[config.mk]
export PLATFORM = sky130hd
export DESIGN_NAME = product_bcd_converter
export DESIGN_NICKNAME = d
export VERILOG_FILES = /design/src/rtl/product_bcd_converter.sv
export SDC_FILE = /design/constraint.sdc
export NUM_CORES = 1
export LEC_CHECK = 0
export BUFFER_PORTS_ARGS = -buffer_cell sky130_fd_sc_hd__buf_2
export CAP_MARGIN = 20
export CORE_UTILIZATION = 50
export CTS_CLUSTER_SIZE = 8
export DETAILED_ROUTE_END_ITERATION = 10
export PLACE_DENSITY = 0.72
export REMOVE_ABC_BUFFERS = 1
export SLEW_MARGIN = 5
export SYNTH_ARGS = -nofsm -noshare
export SYNTH_HDL_FRONTEND = slang
export SYNTH_SLANG_ARGS = --single-unit
[constraint.sdc]
create_clock -name Clk -period 1.9 [get_ports Clk]
set_clock_uncertainty 0.15 [all_clocks]
set_input_delay 0.19 -clock Clk [delete_from_list [all_inputs] [get_ports Clk]]
set_output_delay 0.19 -clock Clk [all_outputs]
set_load 0.02 [all_outputs]
[src/rtl/product_bcd_converter.sv]
// rtl/product_bcd_converter.sv - signed 16-bit product to sign + 5-digit BCD (double-dabble)
module product_bcd_converter (
    input  logic        Clk,
    input  logic        Reset,
    input  logic        Start,
    input  logic [15:0] Product,
    output logic        Busy,
    output logic        Done,
    output logic        Neg,
    output logic [19:0] Digits,
    output logic [2:0]  Sig_Count
);

    typedef enum logic [1:0] {IDLE, CONV, DONE} state_t;

    state_t      state;
    logic [15:0] mag;
    logic [19:0] bcd;
    logic [3:0]  cnt;
    logic        neg_int;

    logic [19:0] bcd_adj;
    logic [19:0] bcd_shift;
    logic [2:0]  sig_next;
    logic [3:0]  digit;

    always_comb begin
        bcd_adj = '0;
        digit   = '0;
        for (int i = 0; i < 5; i++) begin
            digit = bcd[4*i +: 4];
            bcd_adj[4*i +: 4] = (digit >= 4'd5) ? digit + 4'd3 : digit;
        end
        bcd_shift = {bcd_adj[18:0], mag[15]};
    end

    // Sig_Count is taken from the fully shifted value so it matches what lands in Digits.
    always_comb begin
        sig_next = 3'd1;
        if (bcd_shift[19:16] != 4'd0)
            sig_next = 3'd5;
        else if (bcd_shift[15:12] != 4'd0)
            sig_next = 3'd4;
        else if (bcd_shift[11:8] != 4'd0)
            sig_next = 3'd3;
        else if (bcd_shift[7:4] != 4'd0)
            sig_next = 3'd2;
    end

    always_ff @(posedge Clk) begin
        if (Reset) begin
            state     <= IDLE;
            cnt       <= '0;
            mag       <= '0;
            bcd       <= '0;
            neg_int   <= 1'b0;
            Digits    <= '0;
            Neg       <= 1'b0;
            Sig_Count <= 3'd1;
            Busy      <= 1'b0;
            Done      <= 1'b0;
        end else begin
            case (state)
                IDLE: begin
                    Done <= 1'b0;
                    if (Start) begin
                        neg_int <= Product[15];
                        // Two's-complement negate; 0x8000 maps to 0x8000 as unsigned 32768.
                        mag     <= Product[15] ? (~Product + 16'd1) : Product;
                        bcd     <= '0;
                        cnt     <= '0;
                        Busy    <= 1'b1;
                        state   <= CONV;
                    end
                end
                CONV: begin
                    bcd <= bcd_shift;
                    mag <= {mag[14:0], 1'b0};
                    cnt <= cnt + 4'd1;
                    if (cnt == 4'd15) begin
                        Digits    <= bcd_shift;
                        Neg       <= neg_int;
                        Sig_Count <= sig_next;
                        Done      <= 1'b1;
                        state     <= DONE;
                    end
                end
                DONE: begin
                    Done  <= 1'b0;
                    Busy  <= 1'b0;
                    state <= IDLE;
                end
                default: begin
                    Done  <= 1'b0;
                    Busy  <= 1'b0;
                    state <= IDLE;
                end
            endcase
        end
    end

endmodule
[Yosys cells after proc, flatten, opt, wreduce, memory -nomap -nowiden]
Cells that the tools add are included.
Storage, ports and cells
  register bits: 69
  output and inout bits: 26
  logic and storage cells: 61
Operators by class
  add/subtract/negate cells: 7
  $lt $le $gt $ge: 5
  equality and inequality tests: 4
  muxes and demuxes: 21
  bitwise operators: 2
  reduce and logical (&&, ||, !) cells: 12
Operators by type and width (count)
  $pmux W20 S2: 1
  $mux W16: 2
  $pmux W16 S2: 1
  $ge A4 B3 Y1 const B: 5
  $mux W20: 1
  $mux W4: 5
  $add A16 B1 Y16 const B: 1
  $add A4 B2 Y4 const B: 4
  $not A16 Y16: 1
  $reduce_bool A4 Y1: 4
  $reduce_and A2 Y1: 5
  $mux W3: 3
  $mux W2: 4
  $pmux W4 S2: 1
  $add A4 B1 Y4 const B: 1
  $eq A4 B4 Y1 const B: 1
  $ne A2 B2 Y1 const B: 2
  $pmux W2 S2: 1
  $add A3 B2 Y3 const B: 1
  $eq A2 B1 Y1 const B: 1
  $logic_not A2 Y1: 1
  $pmux W1 S2: 1
  $reduce_bool A2 Y1: 1
  $reduce_or A2 Y1: 1
  other kinds (2): 2

[Depth between registers and ports, before layout]
Gate-level depths: netlist (run 1).
  word-level depth: 7
  mapped depth: 8
  gate-level depth less buffers: 8

[Worst setup path before layout (run 1)]
No wires, ideal clock.
  kind: in2reg
  from: input port Product[1]
  to: register mag[13]
  library setup time: 0.126 ns
  arrival time: 1.662 ns
  data required time: 1.624 ns
  setup slack: -0.038 ns
  cell stages on the path: 6
  path buffers: 0
  cells stage by stage: or4_1 nand2b_4 or3_4 o31ai_4 xor2_1 o22ai_1
Between the ends
  longest elaborated chain between the ends: 5
RTL lines
  start, declared: RTL line 6  | input logic [15:0] Product,
  $not A16 Y16: RTL line 69  | mag <= Product[15] ? (~Product + 16'd1) : Product;
  $add A16 B1 Y16: RTL line 69
  $mux W16: RTL line 69
  $mux W16: RTL line 66  | if (Start) begin
  $pmux W16 S2: RTL line 63  | case (state)
  end signal, assigned: RTL line 69
  end signal, assigned: RTL line 78  | mag <= {mag[14:0], 1'b0};
  end, declared: RTL line 17  | logic [15:0] mag;
Every way passes these cells. The select of a mux whose other input is x is not followed.
A chain may end at the register's enable or synchronous reset.

[Final worst setup path (run 1)]
  from: register bcd[9]
  to: register Sig_Count[0]
Between the ends
  longest elaborated chain between the ends: 6
RTL lines
  start, declared: RTL line 18  | logic [19:0] bcd;
  start signal, assigned: RTL line 77  | bcd <= bcd_shift;
  $add A4 B2 Y4 or $ge A4 B3 Y1 (tied branches): RTL line 32  | bcd_adj[4*i +: 4] = (digit >= 4'd5) ? digit + 4'd3 : digit;
  $mux W4 (*): RTL line 32
  $reduce_bool A4 Y1: RTL line 44  | else if (bcd_shift[11:8] != 4'd0)
  $mux W2: RTL line 44
  $mux W3 (*): RTL line 42  | else if (bcd_shift[15:12] != 4'd0)
  $mux W3 (*): RTL line 40  | if (bcd_shift[19:16] != 4'd0)
  end signal, assigned: RTL line 83  | Sig_Count <= sig_next;
  end, declared: RTL line 11  | output logic [2:0] Sig_Count
Mark *: on every way between the ends. The rest lies on a longest branch, timed or not.

==> results.yml, run 1 <==
finish:
  antenna-diode-count: 0
  ff_latch_area_um2: 1390
  multi_input_combinational_cell_area_um2: 1810
  fillerInstances: 562
  area_delta_synth_final_pct: 22.7
  instances_no_fill: 535
  finalNetCount: 484
  share_of_final_layout_standard_cells_stronger_than_drive_strength_1_pct: 26.6
sta:
  grt_setup_unrepaired: "yes"
  whs_ns: 0.0170
  finalHoldViolCount: 0
  clock.fmax_mhz: 546
  min_period_over_period_pct: 96.4
  period_minus_slack_ns: 1.83
  transition_time_of_the_tightest_slew_check_pin_ns: 0.479
  timing.final.setup_violations: 0
  timing.max_slew.rel_slack_pct: 68.0
  final.setup.worst_slack_ns: 0.0675
  finalMaxSlewViolations: 0
critical_path:
  cp_data_required_time_ns: 2.00
  worst_path_largest_cell_delay_ns: 0.34
  timing.critical_path.mode_cell: "nand2b_1"
  worst-setup-path-type: "reg -> reg"
  critPathSlowestCell: "dfxtp_2"
  end_kind: "flop"
  reg2reg_depth: 8
  reg_to_reg_critical_path_startpoint: "bcd[9]$_SDFFE_PP0P_"
  crit_arrival_ns: 1.93
  crit-reg2reg-capture: "Sig_Count[0]$_SDFFE_PP1P_"
  crit_family: "simple AND/OR/NAND/NOR gates"
  crit_path_cell_trace: "inv_1 > ha_1 > nand2b_1 > a21oi_2 > mux2i_1 > nand3_1 > nand2b_1 > a21o_1"
  worst-path-max-fanout: 4
  crit_buf_inv: 1
  cp-start-kind: "flop"
  reg2reg_setup_slack_ns: 0.07
logic_synthesis:
  synth_commonest_cells: "dfxtp_1, nand2_1, a21oi_1, o21ai_0, nor2_1"
  synth.lib_cells_used.distinct: 43
  share_of_the_synthesized_area_in_the_top_cell_type_pct: 41.8
  post_synth_inst_count: 379
  synthMostInstantiatedCell: "dfxtp_1"
  synth_simple_gate_area_share_pct: 19.8
  postSynth.topFlopCell: "dfxtp_1"
  post_synth_xor_area_fraction_pct: 4.78
  avgSynthCellArea_um2: 8.71
  yosysWarnings: 0
  synth.mux.area_fraction_pct: 2.73
  synth_top_family_by_area: "compound AO/OA/AOI/OAI gates"
  synthTopCellsByArea: "dfxtp_1, nand2_1, a21oi_1"
  synth_compound_gate_area_share_pct: 21.1
  cell_area_after_technology_mapping_um2: 3300
  synth-async-reset-ratio_pct: 0
  synth_adder_area_share_pct: 4.55
  synth_largest_area_cell: "dfxtp_1"
  yosys_register_bits: 69
  synth-edff-count: 0
  synth-seq-area-share_pct: 41.8
drt:
  antenna_violating_nets_post_route: 0
  routed_wl_um: 7110
  drt_pass1_iterations: 5
  post-route-drc-count: 0
  dr.first_iter.drc_count: 154
  wl_per_cell_um: 13.3
  vias_per_cell: 5.40
  vias: 2887
global_route:
  grt.met2_usage_pct: 36.2
  first_global_vias: 2616
  grt_usage_pct: 21.1
  global_route.overflow_total: 0
  grt_start_max_net_pins: 26
  groute.layer.met1.usage_pct: 25.6
  top_usage_layer_grt: "met2"
  met3_usage_pct: 3.68
  grt_antenna_before_repair: 0
  grt_pass1_wl_um: 11700
power:
  powerDensity_nw_per_um2: 723
  overall_power_mw: 2.93
  power.switching_mw: 0.700
  p_leak_nw: 1.69
  combPwrFrac_pct: 8.6
  peakVddDrop_mv: 0.512
  p_int_mw: 2.23
  clock_power_share_pct: 39.9
  power_switching_share_pct: 23.9
  seq_power_share_pct: 51.4
floorplanning:
  core.rowCount: 29
  dieArea_um2: 6930
  die_height_um: 83.3
  core_region_area_um2: 6350
  initial_core_util_pct: 52.0
  die_w_um: 83.3
  design.portCount: 45
run:
  drv.max_cap_violation_count: 0
hold_path:
  hold_start: "Product[4]"
  timing.hold.worst_path_depth: 3
  min_path_type: "in -> reg"
  worst_hold_endpoint: "mag[4]$_SDFFE_PP0P_"
place:
  gp_congestion: 0.859
  dpl.hpwl_um: 5190
  dpl_worst_slack_ns: -0.212
  numPlacedInstances: 516
  numPortBuffers: 44
clock_tree:
  worst_skew_pair.late_latency_ns: 0.35
  cts.sink_count: 69
  tritoncts: "done"
  clock_tree_buf_depth: 2
  htree_num_levels: 3
  root_buffer_cell: "clkbuf_8"
  cts_inserted_buffers: 9
  cts.clk_slew.worst_paths_ns: 0.07
run_status:
  status: "finished, final reports clean"
flip-flops by register name, summed over array words and instances (netlist names):
register and flops:
Done 1, Digits 20, Busy 1, mag 16, Neg 1, cnt 4
state 2, Sig_Count 3, neg_int 1, bcd 20
metal layers:
metal  share of wire [%]  wire, um  up-vias
met3                 3.9       277        5
met1                  47      3340     1332
met2                  48      3430       60
met5                   0         0        -
met4                0.86        61        0
li1                    -         -     1490
cell type report:
type	instances	area share (%)
multi-input cells	279	44.6
flip-flops and latches	69	34.3
repair buffers	82	12.8
clock buffers	12	3.58
well taps	77	2.38
clock inverters	4	1.17
inverters	12	1.11
worst max-delay path by stage:
stage,slack [ns],endpoint,from,cells after the start
after floorplan,-0.53,Sig_Count[1]$_SDFFE_PP0P_,cnt[0]$_SDFFE_PP0P_,7
after global placement,-0.18,mag[13]$_SDFFE_PP0P_,Product[1],7
after detailed placement,-0.21,mag[13]$_SDFFE_PP0P_,Product[1],7
after CTS,0.02,Sig_Count[0]$_SDFFE_PP1P_,bcd[17]$_SDFFE_PP0P_,8
after global routing,-0.01,Sig_Count[0]$_SDFFE_PP1P_,bcd[17]$_SDFFE_PP0P_,8
final,0.07,Sig_Count[0]$_SDFFE_PP1P_,bcd[9]$_SDFFE_PP0P_,8
cells by family (layout without fill, tap and decap cells):
logic type                 count (synthesis)  count (layout)
AOI/OAI and AO/OA                        108             108
buffers and inverters                     31             110
xor gates and xnor gates                  18              18
adders and majority gates                 12              12
DFF                                       69              69
muxes                                      9               9
and+or+nand+nor                          132             132
worst register-to-register path, delay by kind of cell (launching register included):
| kind | cells | cell delay [ns] |
|---|---|---|
| and+or+nand+nor | 3 | 0.44 |
| DFF | 1 | 0.34 |
| AOI/OAI and AO/OA | 2 | 0.33 |
| muxes | 1 | 0.22 |
| adders and majority gates | 1 | 0.18 |
| buffers and inverters | 1 | 0.08 |
per-stage QoR:
stage          TNS (ns)  cell area [um2]  utilization [%]
6_report              0             4050             63.8
5_1_grt         -0.0101             4050             63.8
4_1_cts               0             3980             62.7
3_5_place_dp     -0.560             3770             59.3
3_3_place_gp     -0.369             3770             59.3
2_1_floorplan    -14.69             3170                -
power groups by stage:
| stage | clock (mW) | sequential, mW | combinational [mW] |
|---|---|---|---|
| after global routing | 1.26 | 1.51 | 0.280 |
| final | 1.17 | 1.51 | 0.253 |
| after floorplan | 0 | 1.53 | 0.126 |
| after detailed placement | 0 | 1.54 | 0.251 |
| after CTS | 1.19 | 1.51 | 0.253 |
| after global placement | 0 | 1.54 | 0.247 |
timing repair:
item / 4_1_cts / 5_1_grt
endpoints found under the setup margin: 2 / 8
endpoints found under the hold margin: 1 / 0
hold buffers: 1 / 0
resized for setup: 3 / 17
cloned: 0 / 0
buffers inserted: 0 / 2
pin swaps: 0 / 7
cells in the final DEF, fill, tap and decap left out, types with 2 or more instances in the layout:
cell	n
a211oi_1	9
a21oi_1	26
a21oi_2	5
a222oi_1	4
a22o_1	12
a22oi_1	10
and3_1	2
buf_2	44
buf_4	36
clkbuf_1	2
clkbuf_8	10
clkinv_2	2
dfxtp_1	63
dfxtp_2	6
ha_1	10
ha_2	2
inv_1	11
mux2i_1	9
nand2_1	53
nand2b_1	10
nand2b_4	2
nand3_1	9
nor2_1	24
nor2b_1	2
nor3_1	6
nor3b_1	8
nor3b_2	2
o21ai_0	27
o22ai_1	6
o31ai_1	2
or3_1	2
xnor2_1	8
xor2_1	10
No activity file was read; power rests on OpenSTA's default activity.
==> run 2, diff against run 1 <==
Settings changed: CORE_UTILIZATION 50 to 35, PLACE_DENSITY 0.72 to 0.53.
==> run 2 against run 1 <==
Clock-buffer cell count shrank 1; total power is 12% higher; sequential power about the same; critical path depth unchanged; maximum frequency up 2.6%; routed wire length grew 5.3%; clock power is 29% higher; critical path type unchanged.
==> results.yml, run 2 (synthesized netlist as in run 1, its figures left out) <==
run_status:
  status: "finished, final reports clean"
critical_path:
  cp-start-kind: "flop"
  crit_path_cell_trace: "inv_1 > ha_1 > nand2b_4 > a21oi_2 > mux2i_1 > nand3_1 > nand2b_1 > a21o_1"
  reg_to_reg_critical_path_startpoint: "bcd[9]$_SDFFE_PP0P_"
  reg2reg_depth: 8
  reg2reg_setup_slack_ns: 0.11
  crit_path_end: "Sig_Count[0]$_SDFFE_PP1P_"
  critical_path_depth: 8
  worst_path_largest_cell_delay_ns: 0.34
  end_kind: "flop"
  crit-reg2reg-capture: "Sig_Count[0]$_SDFFE_PP1P_"
  crit_arrival_ns: 1.87
  worst-setup-path-type: "reg -> reg"
  worst-path-max-fanout: 4
  cp_data_required_time_ns: 1.98
  critPathSlowestCell: "dfxtp_2"
  crit_buf_inv: 1
  setup.worst_path.start: "bcd[9]$_SDFFE_PP0P_"
  crit_family: "simple AND/OR/NAND/NOR gates"
sta:
  finalMaxSlewViolations: 0
  finalHoldViolCount: 0
  setup_tns_after_final_layout_ns: 0
  timing.max_slew.rel_slack_pct: 67.9
  clock.fmax_mhz: 560
  whs_ns: 0.0289
  timing.final.setup_violations: 0
  min_period_over_period_pct: 94.0
  transition_time_of_the_tightest_slew_check_pin_ns: 0.481
  period_minus_slack_ns: 1.79
  final.setup.worst_slack_ns: 0.114
place:
  numPortBuffers: 44
  dpl_worst_slack_ns: -0.196
  numPlacedInstances: 554
  gp_congestion: 0.792
  dpl.hpwl_um: 5280
  dpl-instance-area_um2: 3850
floorplanning:
  initial_core_util_pct: 35.9
  design.portCount: 45
  core.rowCount: 35
  die_height_um: 99.1
  die_w_um: 99.1
  core_region_area_um2: 9200
  dieArea_um2: 9820
drt:
  post-route-drc-count: 0
  wl_per_cell_um: 13.1
  drt_pass1_iterations: 6
  routed_wl_um: 7490
  dr.first_iter.drc_count: 112
  antenna_violating_nets_post_route: 0
  vias_per_cell: 5.03
  vias: 2874
global_route:
  grt_pass1_wl_um: 12600
  first_global_vias: 2684
  grt_usage_pct: 16.2
  grt_start_max_net_pins: 44
  grt_antenna_before_repair: 0
  global_route.overflow_total: 0
clock_tree:
  tritoncts: "done"
  cts.sink_count: 69
  post-cts-setup-buffers: 0
  clock_tree_buf_depth: 2
  worst_skew_pair.late_latency_ns: 0.33
  cts_inserted_buffers: 9
  root_buffer_cell: "clkbuf_8"
  cts.clk_slew.worst_paths_ns: 0.07
  htree_num_levels: 3
hold_path:
  min_path_type: "in -> reg"
finish:
  area_delta_synth_final_pct: 26.8
  postLayoutCellArea_um2: 4180
  instances_no_fill: 571
  top_regs: "Digits x20, bcd x20, mag x16"
  share_of_final_layout_standard_cells_stronger_than_drive_strength_1_pct: 27.8
  mostFrequentLayoutCell: "dfxtp_1"
  finalCoreUtilization_pct: 45.5
  mostFrequentLayoutCells: "dfxtp_1, nand2_1, buf_2"
  finalNetCount: 486
  antenna-diode-count: 0
power:
  p_leak_nw: 1.75
  overall_power_mw: 3.28
  peakVddDrop_mv: 0.275
  powerDensity_nw_per_um2: 783
run:
  drv.max_cap_violation_count: 0
[run 2: worst reg2reg max path: stages, from the launching register on]
cell and delay [ns]:
dfxtp_2 0.34, inv_1 0.07, ha_1 0.18, nand2b_4 0.14
a21oi_2 0.17, mux2i_1 0.21, nand3_1 0.11, nand2b_1 0.15
a21o_1 0.17
[run 2: how the worst min path moves through the flow]
stage / startpoint / endpoint / slack (ns) / depth (start not counted)
floorplan: Reset / Busy$_SDFFE_PP0P_ / 0.11 / 1
global placement: Sig_Count[1]$_SDFFE_PP0P_ / Sig_Count[1]$_SDFFE_PP0P_ / 0.29 / 2
detailed placement: Sig_Count[1]$_SDFFE_PP0P_ / Sig_Count[1]$_SDFFE_PP0P_ / 0.29 / 2
CTS: Product[13] / mag[13]$_SDFFE_PP0P_ / 0.01 / 3
global route: Product[13] / mag[13]$_SDFFE_PP0P_ / 0.02 / 3
finish: Product[13] / mag[13]$_SDFFE_PP0P_ / 0.03 / 3
[run 2: power by group]
| part | leakage (nW) | internal (mW) | switching [mW] | total, mW |
|---|---|---|---|---|
| Combinational | 1.06 | 0.111 | 0.149 | 0.260 |
| Sequential | 0.563 | 1.48 | 0.0221 | 1.50 |
| Clock | 0.126 | 0.946 | 0.565 | 1.51 |
[run 2: routing by layer]
metal	up-vias	track usage, %	part of all wire (%)
met3	9	3.51	3.6
met1	1314	20.6	49
li1	1491	-	-
met4	0	6.22	1.3
met2	60	26.8	46
met5	-	0	0
[run 2: area by class of cell]
| cell class | instances | area, um2 |
|---|---|---|
| clock buffers | 11 | 151 |
| flip-flops and latches | 69 | 1390 |
| well taps | 111 | 139 |
| clock inverters | 5 | 106 |
| multi-input cells | 279 | 1800 |
| fillers | 936 | 5010 |
| inverters | 12 | 45.0 |
| repair buffers | 84 | 552 |
[run 2: repair_timing]
item,in CTS,in global routing
hold endpoints to repair,1,0
hold buffers,1,0
resized for setup,3,19
pin swaps,0,7
endpoints found under the setup margin,2,11
==> run 3, diff against run 2 <==
Settings changed: ABC_AREA set to 1, HOLD_SLACK_MARGIN set to 0.02, REMOVE_ABC_BUFFERS 1 to not set.
==> run 3 against run 2 <==
Sequential share of layout area grew 0.75 points; die area is 3.4% higher; clock power decreased by 32%; sequential power barely moved; register-to-register slack improved by 0.05 ns; area after synthesis up 3.5%; utilization is 1.9 points lower; combinational power is 5% higher; cell count grew 19%; largest cell class unchanged; highest routed layer unchanged.
==> results.yml, run 3 <==
run_status:
  status: "finished, final reports clean"
finish:
  fillerInstances: 999
  mostFrequentLayoutCell: "nand2_1"
  finalNetCount: 576
  finalCoreUtilization_pct: 43.6
  area_delta_synth_final_pct: 19.2
  postLayoutCellArea_um2: 4070
  share_of_final_layout_standard_cells_stronger_than_drive_strength_1_pct: 16.9
  antenna-diode-count: 0
  top_regs: "Digits x20, bcd x20, mag x16"
  mostFrequentLayoutCells: "nand2_1, dfxtp_1, inv_1"
clock_tree:
  htree_num_levels: 3
  worst_skew_pair.late_latency_ns: 0.34
  root_buffer_cell: "clkbuf_8"
  cts.sink_count: 69
  tritoncts: "done"
  cts.clk_slew.worst_paths_ns: 0.07
  post-cts-setup-buffers: 0
  cts_inserted_buffers: 9
  clock_tree_buf_depth: 2
power:
  peakVddDrop_mv: 0.241
  p_leak_nw: 1.89
  powerDensity_nw_per_um2: 690
logic_synthesis:
  yosys_register_bits: 69
  synth_adder_area_share_pct: 4.40
  post_synth_xor_area_fraction_pct: 0.513
  synth-seq-area-share_pct: 40.4
  avgSynthCellArea_um2: 7.00
  synthTopCellsByArea: "dfxtp_1, nand2_1, inv_1"
  post_synth_inst_count: 488
  synth_commonest_cells: "nand2_1, dfxtp_1, inv_1, nor2_1, o21ai_0"
  postSynth.topFlopCell: "dfxtp_1"
  share_of_the_synthesized_area_in_the_top_cell_type_pct: 40.4
  synth-async-reset-ratio_pct: 0
  synth_compound_gate_area_share_pct: 18.0
  yosysWarnings: 0
  synth.lib_cells_used.distinct: 34
  cell_area_after_technology_mapping_um2: 3420
  synth-edff-count: 0
  synth_top_family_by_area: "simple AND/OR/NAND/NOR gates"
  nets_in_the_synthesized_netlist: 519
  synthMostInstantiatedCell: "nand2_1"
  synth_largest_area_cell: "dfxtp_1"
  synth_simple_gate_area_share_pct: 26.7
  synth.mux.area_fraction_pct: 0
critical_path:
  cp-start-kind: "input port"
  worst_path_largest_cell_delay_ns: 0.54
  end_kind: "flop"
  worst-setup-path-type: "in -> reg"
  critPathSlowestCell: "dlygate4sd3_1"
  crit_path_cell_trace: "dlygate4sd3_1 > buf_2 > inv_1 > ha_1 > inv_1 > nor3_4 > nand3_1 > o21ai_0 > inv_1 > nand2_1 > nand2_1 > o21ai_1"
  crit_arrival_ns: 1.92
  worst-path-max-fanout: 3
  timing.critical_path.mode_cell: "inv_1"
  cp_data_required_time_ns: 2.03
global_route:
  grt_antenna_before_repair: 0
  grt_start_max_net_pins: 33
  first_global_vias: 2905
  global_route.overflow_total: 0
  grt_usage_pct: 17.0
  grt_pass1_wl_um: 13500
place:
  dpl-instance-area_um2: 3820
  dpl.hpwl_um: 5930
  numPortBuffers: 44
  dpl_worst_slack_ns: 0.117
  gp_congestion: 0.847
sta:
  period_minus_slack_ns: 1.80
  transition_time_of_the_tightest_slew_check_pin_ns: 0.453
  timing.max_slew.rel_slack_pct: 69.7
  timing.final.setup_violations: 0
  finalMaxSlewViolations: 0
  grt_setup_unrepaired: "no"
  clock.fmax_mhz: 556
  finalHoldViolCount: 0
  setup_tns_after_final_layout_ns: 0
  final.setup.worst_slack_ns: 0.102
  min_period_over_period_pct: 94.6
drt:
  vias: 3238
  vias_per_cell: 4.78
  routed_wl_um: 8210
  post-route-drc-count: 0
  wl_per_cell_um: 12.1
  drt_pass1_iterations: 4
  dr.first_iter.drc_count: 110
  antenna_violating_nets_post_route: 0
floorplanning:
  core.rowCount: 35
  die_height_um: 101
  design.portCount: 45
  dieArea_um2: 10200
  core_region_area_um2: 9330
  initial_core_util_pct: 36.6
  die_w_um: 101
run:
  drv.max_cap_violation_count: 0
hold_path:
  min_path_type: "in -> reg"
run 3: timing repair:
item / CTS / global route
endpoints found under the setup margin: 0 / 7
hold buffers: 6 / 0
hold endpoints to repair: 6 / 0
gates resized for setup: 0 / 11
run 3: worst paths after layout:
check / from / endpoint / slack (ns) / depth (start not counted)
max: Product[0] / mag[8]$_SDFFE_PP0P_ / 0.10 / 12
min: Product[12] / mag[12]$_SDFFE_PP0P_ / 0.05 / 3
max reg2reg: bcd[0]$_SDFFE_PP0P_ / Sig_Count[1]$_SDFFE_PP0P_ / 0.16 / 10
min reg2reg: Done$_SDFFE_PP0N_ / Done$_SDFFE_PP0N_ / 0.30 / 2
run 3: kinds of logic (layout without fill, tap and decap cells):
logic type,Yosys count,count (layout)
and+or+nand+nor,211,211
AOI/OAI and AO/OA,106,106
buffers and inverters,88,149
DFF,69,69
adders and majority gates,12,12
xor gates and xnor gates,2,2
run 3: where the power goes:
| group | internal [mW] | total [mW] | switching, mW |
|---|---|---|---|
| logic | 0.0985 | 0.273 | 0.175 |
| registers | 1.48 | 1.50 | 0.0202 |
| clock network | 0.500 | 1.03 | 0.529 |
run 3: stage by stage:
stage	hold slack [ns]	total power, mW	instances
final	0.0498	2.81	678
after CTS	0.0355	2.84	678
after global placement	0.292	1.80	657
after global routing	0.0475	2.95	678
after floorplan	0.198	1.70	488
after detailed placement	0.287	1.80	657
run 3: final cells by class:
cell class,count,area [um2],share of cell area (%)
clock buffer,13,149,3.66
inverter,72,270,6.64
sequential,69,1380,34.0
tap,129,161,3.97
timing repair buffer,62,374,9.19
multi-input combinational,331,1720,42.3
clock inverter,2,10.0,0.246
run 3: per-layer routing:
layer / vias to the layer above / part of all wire [%] / wire length, um / track usage [%]
li1: 1713 / - / - / -
met1: 1462 / 51 / 4150 / 23.0
met2: 51 / 45 / 3690 / 26.9
met3: 12 / 2.9 / 240 / 2.84
met4: 0 / 1.6 / 131 / 7.02
met5: - / 0 / 0 / 0
run 3: worst max-delay path, delay by kind of cell:
kind | cells | cell delay [ns]
buffers and inverters | 5 | 0.88
and+or+nand+nor | 4 | 0.45
AOI/OAI and AO/OA | 2 | 0.26
adders and majority gates | 1 | 0.15
